$ cat config.mk
export PLATFORM = sky130hd
export DESIGN_NAME = bcd_display
export DESIGN_NICKNAME = d
export VERILOG_FILES = /design/src/rtl/bcd_display_pkg.sv /design/src/rtl/bcd_display_bin2bcd.sv /design/src/rtl/bcd_display.sv
export SDC_FILE = /design/constraint.sdc
export NUM_CORES = 1
export LEC_CHECK = 0
export CAP_MARGIN = 10
export CORE_ASPECT_RATIO = 0.6
export CORE_MARGIN = 4
export CORE_UTILIZATION = 50
export CTS_BUF_LIST = sky130_fd_sc_hd__clkbuf_8
export CTS_CLUSTER_SIZE = 24
export DETAILED_ROUTE_END_ITERATION = 12
export GPL_TIMING_DRIVEN = 0
export PLACE_DENSITY_LB_ADDON = 0.2
export SYNTH_ARGS = -nofsm -noshare
export SYNTH_HDL_FRONTEND = slang
export SYNTH_HIERARCHICAL = 1
export SYNTH_SLANG_ARGS = --single-unit
$ cat constraint.sdc
create_clock -name i_clk -period 2.35 [get_ports i_clk]
set_input_delay 0.5875 -clock i_clk [delete_from_list [all_inputs] [get_ports i_clk]]
set_output_delay 0.5875 -clock i_clk [all_outputs]
set_load 0.02 [all_outputs]
$ cat src/rtl/bcd_display_pkg.sv
// Shared types and the seven-segment decode table for the BCD display slice.
package bcd_display_pkg;

  localparam int NUM_DIGITS = 10;

  typedef logic [3:0] bcd_digit_t;
  typedef bcd_digit_t [NUM_DIGITS-1:0] bcd_word_t;
  typedef logic [6:0] seg_t;

  typedef enum logic [1:0] {
    ST_IDLE,
    ST_SHIFT,
    ST_DONE
  } conv_state_t;

  // Segment bit 0 is 'a', bit 6 is 'g'; non-decimal codes show nothing.
  function automatic seg_t seg_decode(input bcd_digit_t d);
    case (d)
      4'd0:    return 7'h3F;
      4'd1:    return 7'h06;
      4'd2:    return 7'h5B;
      4'd3:    return 7'h4F;
      4'd4:    return 7'h66;
      4'd5:    return 7'h6D;
      4'd6:    return 7'h7D;
      4'd7:    return 7'h07;
      4'd8:    return 7'h7F;
      4'd9:    return 7'h6F;
      default: return 7'h00;
    endcase
  endfunction

endpackage

$ cat src/rtl/bcd_display_bin2bcd.sv
// Iterative double-dabble converter: 32 shift cycles turn a 32-bit sample
// into 10 BCD digits, with o_done strobing for the one DONE cycle.
module bin2bcd
  import bcd_display_pkg::*;
(
  input  logic        i_clk,
  input  logic        i_rst,
  input  logic [31:0] i_value,
  input  logic        i_load,
  output logic        o_busy,
  output logic        o_done,
  output bcd_word_t   o_bcd
);

  conv_state_t r_state;
  conv_state_t w_next;
  logic [31:0] r_sh;
  bcd_word_t   r_acc;
  bcd_word_t   w_adj;
  logic [4:0]  r_bitCnt;

  always_ff @(posedge i_clk) begin
    if (i_rst) r_state <= ST_IDLE;
    else       r_state <= w_next;
  end

  always_comb begin
    w_next = r_state;
    case (r_state)
      ST_IDLE:  if (i_load) w_next = ST_SHIFT;
      ST_SHIFT: if (r_bitCnt == 5'd31) w_next = ST_DONE;
      ST_DONE:  w_next = ST_IDLE;
      default:  w_next = ST_IDLE;
    endcase
  end

  always_comb begin
    o_busy = (r_state != ST_IDLE);
    o_done = (r_state == ST_DONE);
  end

  // Add-3 correction is applied before each shift so no nibble exceeds 9 afterwards.
  always_comb begin
    w_adj = r_acc;
    for (int k = 0; k < NUM_DIGITS; k++) begin
      if (r_acc[k] >= 4'd5) w_adj[k] = r_acc[k] + 4'd3;
    end
  end

  always_ff @(posedge i_clk) begin
    if (i_rst) begin
      r_sh     <= '0;
      r_acc    <= '0;
      r_bitCnt <= '0;
    end else begin
      case (r_state)
        ST_IDLE: begin
          if (i_load) begin
            r_sh     <= i_value;
            r_acc    <= '0;
            r_bitCnt <= '0;
          end
        end
        ST_SHIFT: begin
          {r_acc, r_sh} <= {w_adj, r_sh} << 1;
          r_bitCnt      <= r_bitCnt + 5'd1;
        end
        default: ;
      endcase
    end
  end

  assign o_bcd = r_acc;

endmodule

$ cat src/rtl/bcd_display.sv
// Samples a 32-bit counter value, converts it to BCD and scans it onto a
// 10-digit multiplexed seven-segment display with optional leading-zero blanking.
module bcd_display
  import bcd_display_pkg::*;
#(
  parameter int SCAN_DIV = 1000,
  parameter bit BLANK_LZ = 1'b1
) (
  input  logic                  i_clk,
  input  logic                  i_rst,
  input  logic [31:0]           i_value,
  input  logic                  i_load,
  output logic                  o_busy,
  output seg_t                  o_seg,
  output logic [NUM_DIGITS-1:0] o_an
);

  localparam int             PW   = (SCAN_DIV > 1) ? $clog2(SCAN_DIV) : 1;
  localparam logic [PW-1:0]  PMAX = PW'(SCAN_DIV - 1);

  logic                  w_done;
  bcd_word_t             w_bcd;
  bcd_word_t             r_disp;
  logic [PW-1:0]         r_presc;
  logic [3:0]            r_idx;
  logic [NUM_DIGITS-1:0] w_blank;
  seg_t                  r_seg;
  logic [NUM_DIGITS-1:0] r_an;

  bin2bcd u_conv (
    .i_clk   (i_clk),
    .i_rst   (i_rst),
    .i_value (i_value),
    .i_load  (i_load),
    .o_busy  (o_busy),
    .o_done  (w_done),
    .o_bcd   (w_bcd)
  );

  always_ff @(posedge i_clk) begin
    if (i_rst)       r_disp <= '0;
    else if (w_done) r_disp <= w_bcd;
  end

  always_ff @(posedge i_clk) begin
    if (i_rst) begin
      r_presc <= '0;
      r_idx   <= '0;
    end else if (r_presc == PMAX) begin
      r_presc <= '0;
      r_idx   <= (r_idx == 4'(NUM_DIGITS - 1)) ? 4'd0 : r_idx + 4'd1;
    end else begin
      r_presc <= r_presc + 1'b1;
    end
  end

  // A digit is blank when it and everything above it is zero; digit 0 always shows.
  always_comb begin
    logic v_allZero;
    w_blank   = '0;
    v_allZero = 1'b1;
    if (BLANK_LZ) begin
      for (int k = NUM_DIGITS - 1; k >= 1; k--) begin
        v_allZero  = v_allZero && (r_disp[k] == 4'd0);
        w_blank[k] = v_allZero;
      end
    end
  end

  always_ff @(posedge i_clk) begin
    if (i_rst) begin
      r_seg <= 7'h3F;
      r_an  <= NUM_DIGITS'(1);
    end else begin
      r_seg <= w_blank[r_idx] ? 7'h00 : seg_decode(r_disp[r_idx]);
      r_an  <= NUM_DIGITS'(1) << r_idx;
    end
  end

  assign o_seg = r_seg;
  assign o_an  = r_an;

endmodule

==> flow_summary_export.csv <==
group,metric,value,unit
status,status,"finished, final reports clean",
global_route,grt_max_degree,17,
power_and_ir_drop,clkPwrFrac,0.414,
clock_tree,cts_made_buffers,17,
power_and_ir_drop,seqPwrFrac,0.505,
clock_tree,cts_buffer_depth,2,
clock_tree,tritoncts,"yes",
clock_tree,root_buffer,"clkbuf_8",
global_route,gr-usage-all-layers,0.222,
global_route,met1_usage,0.361,
placement,dpl-instance-area,8010,um^2
clock_tree,htree_levels,4,
floorplanning,die-width,164,um
synth,synth_seq_cells,150,
clock_tree,insertion_delay,440,ps
timing,fin_tns_setup,0,ps
final_layout,fin_util,0.608,
route,dr.pass1.iters,5,
power_and_ir_drop,swShare,0.241,
placement,hpwl,12900,um
floorplanning,start_util,0.521,
placement,gp_congestion,0.883,
worst_setup_path,timing_worst_setup_path_type,"reg -> reg",
global_route,antenna_found_initial,0,
synth,synth_ff_type,"dfxtp_1",
timing,hold_viol_final,0,
final_layout,final_cell_count_no_fill,1112,
synth,synthArstFlopShare,0,
floorplanning,rows,33,
worst_setup_path,cp-start-kind,"register",
worst_setup_path,cp.required,2660,ps
global_route,overflow,0,
floorplanning,die_area,16600,um^2
global_route,grt_first_pass_wirelength,29600,um
worst_setup_path,reg2reg_depth,9,
route,viasPerCell,5.43,
worst_setup_path,arrival,2560,ps
power_and_ir_drop,p_per_area,616,nW/um^2
worst_setup_path,cp-end-kind,"register",
worst_setup_path,cp_slowest_cell,"mux4_2",
route,wire_per_inst,15.9,um
floorplanning,die_h,101,um
global_route,grt_most_used_layer,"met1",
final_layout,final_layout_size_suffix_gt1_frac,0.0870,
global_route,grt_use_met3,0.0427,
synth,postSynthCellCount,838,
synth,yosysWarnings,6,
route,ant_nets,0,
route,drt_iter0_drc,538,
timing,relSlewSlack,0.520,
synth,synthesis.nets,902,
floorplanning,core_area,14000,um^2
final_layout,layout_commonest_cell,"nor2_1",
global_route,globalRouteMet2Util,0.295,
timing,rsz0062_at_grt,"true",
final_layout,fin_area,8480,um^2
placement,portBuffers,50,
synth,syn_area_per_cell,8.67,um^2
worst_setup_path,critical_path.max_stage_delay,530,ps
final_layout,layout_common_cells,"169 x nor2_1, 150 x dfxtp_1, 62 x a21oi_1",
global_route,grt_pass1_vias,5732,
timing,fmax,445,MHz
timing,tightest_slew,720,ps
route,routed_wl,17700,um
route,vias,6034,
power_and_ir_drop,p_leak,3.26,nW
placement,dp.cells,1080,
worst_hold_path,min_path_type,"reg -> reg",
synth,ys_types,52,
route,route.detailed.drc,0,
run,maxCapViolCount,0,
worst_hold_path,hold_path_depth,1,
synth,netlist_area,7270,um^2
worst_setup_path,crit_chain,"buf_6, buf_8, mux4_2, mux2i_4, o21a_4, ha_1, and2_1, nor3_2, o21ai_1",
floorplanning,io_pins,53,
synth,synth_edf_count,0,
clock_tree,clkSinkCount,150,
clock_tree,path_clk_slew,80,ps
power_and_ir_drop,power_frac_comb,0.081,
timing,slew_viol_final,0,
clock_tree,cts_hold_buf,0,
final_layout,n_antenna_cell,0,
power_and_ir_drop,irDropWorstVdd,0.000326,V
timing,period_needed,2250,ps
clock_tree,post_cts_resized,7,
final_layout,syn_to_final_growth,16.7,%
timing,skew,13.5,ps
clock_tree,post-cts-setup-buffers,0,
final_layout,nets,971,
timing,finalSetupViolations,0,
power_and_ir_drop,switchingPower,1.26,mW
synth,ys_seq_area_frac,0.413,
power_and_ir_drop,internal_power,3.96,mW
worst_setup_path,crit_fanout,10,
timing,period_share,0.957,
## cells in the mapped netlist, types with 4 or more instances
library cell | count | area share
nand2_1 | 20 | 0.010
clkbuf_1 | 26 | 0.013
buf_6 | 8 | 0.012
dfxtp_1 | 150 | 0.41
a21oi_1 | 62 | 0.043
xnor2_1 | 16 | 0.019
buf_2 | 10 | 0.0069
mux4_2 | 6 | 0.019
nor3b_1 | 6 | 0.0062
ha_1 | 29 | 0.050
nor2_1 | 169 | 0.087
a211oi_1 | 4 | 0.0041
mux2i_1 | 60 | 0.083
nor3_1 | 48 | 0.033
nor2b_1 | 33 | 0.028
or3_1 | 4 | 0.0034
buf_4 | 8 | 0.0083
o21ai_1 | 13 | 0.0090
o21ai_0 | 18 | 0.012
inv_1 | 27 | 0.014
nor4_1 | 8 | 0.0069
a22o_1 | 28 | 0.034
nand2b_1 | 12 | 0.010
xor2_1 | 12 | 0.014
nand3_1 | 19 | 0.013
## cells by family (layout without fill, tap and decap cells)
logic type	Yosys count	after routing	share of synthesized area
adder cells (fa/ha/maj)	29	29	0.0499
flip-flops	150	150	0.413
buffers and inverters	84	166	0.0575
XOR/XNOR	28	28	0.0337
multiplexers	68	68	0.104
AND/OR/NAND/NOR	332	332	0.213
AO/OA/AOI/OAI	147	147	0.129
## registers in the layout, indices dropped and copies added (netlist names)
register / flops
u_conv/r_sh: 32
r_idx: 4
o_seg: 7
u_conv/r_bitCnt: 5
u_conv/o_bcd: 40
r_presc: 10
o_an: 10
r_disp: 40
u_conv/r_state: 2
## path summary, 6_finish.rpt
kind	from	endpoint	slack, ps
max	r_idx[1]$_SDFFE_PP0P_	o_seg[3]$_SDFF_PP1_	100
min	r_presc[0]$_SDFF_PP0_	r_presc[0]$_SDFF_PP0_	470
max reg2reg	r_idx[1]$_SDFFE_PP0P_	o_seg[3]$_SDFF_PP1_	100
min reg2reg	r_presc[0]$_SDFF_PP0_	r_presc[0]$_SDFF_PP0_	470
## cell type report
| class | instances | area [um^2] |
|---|---|---|
| multi-input cells | 604 | 3870 |
| fillers | 1258 | 5480 |
| clock inverters | 14 | 183 |
| flip-flops and latches | 150 | 3000 |
| inverters | 29 | 109 |
| plain buffers | 55 | 327 |
| repair buffers | 50 | 499 |
| well taps | 192 | 240 |
| clock buffers | 18 | 248 |
## routing by layer
| layer | up-vias | routed length (um) |
|---|---|---|
| met5 | - | 0 |
| met4 | 0 | 141 |
| met3 | 14 | 1110 |
| met2 | 150 | 6740 |
| met1 | 2854 | 9720 |
| li1 | 3016 | - |
## metrics by stage
stage	total power, mW	setup slack (ps)	hold WS [ps]
3_5_place_dp	3.12	-153	450
2_1_floorplan	2.96	181	418
5_1_grt	5.44	-48.2	501
6_report	5.22	101	467
3_3_place_gp	3.11	-133	434
4_1_cts	5.26	8.02	470
## worst max-delay path: cells and delay by family (launching register included)
kind                       cells  cell delay (ps)
buffers and inverters          2              300
and+or+nand+nor                2              260
adders and majority gates      1              230
muxes                          2              750
DFF                            1              330
AOI/OAI and AO/OA              2              260
## power groups by stage
stage	logic, mW	clock network, mW	registers [mW]
final	0.425	2.16	2.64
after global routing	0.474	2.32	2.65
after CTS	0.423	2.20	2.64
after detailed placement	0.422	0	2.70
after global placement	0.416	0	2.70
after floorplan	0.267	0	2.70
No activity file was read; power rests on OpenSTA's default activity.
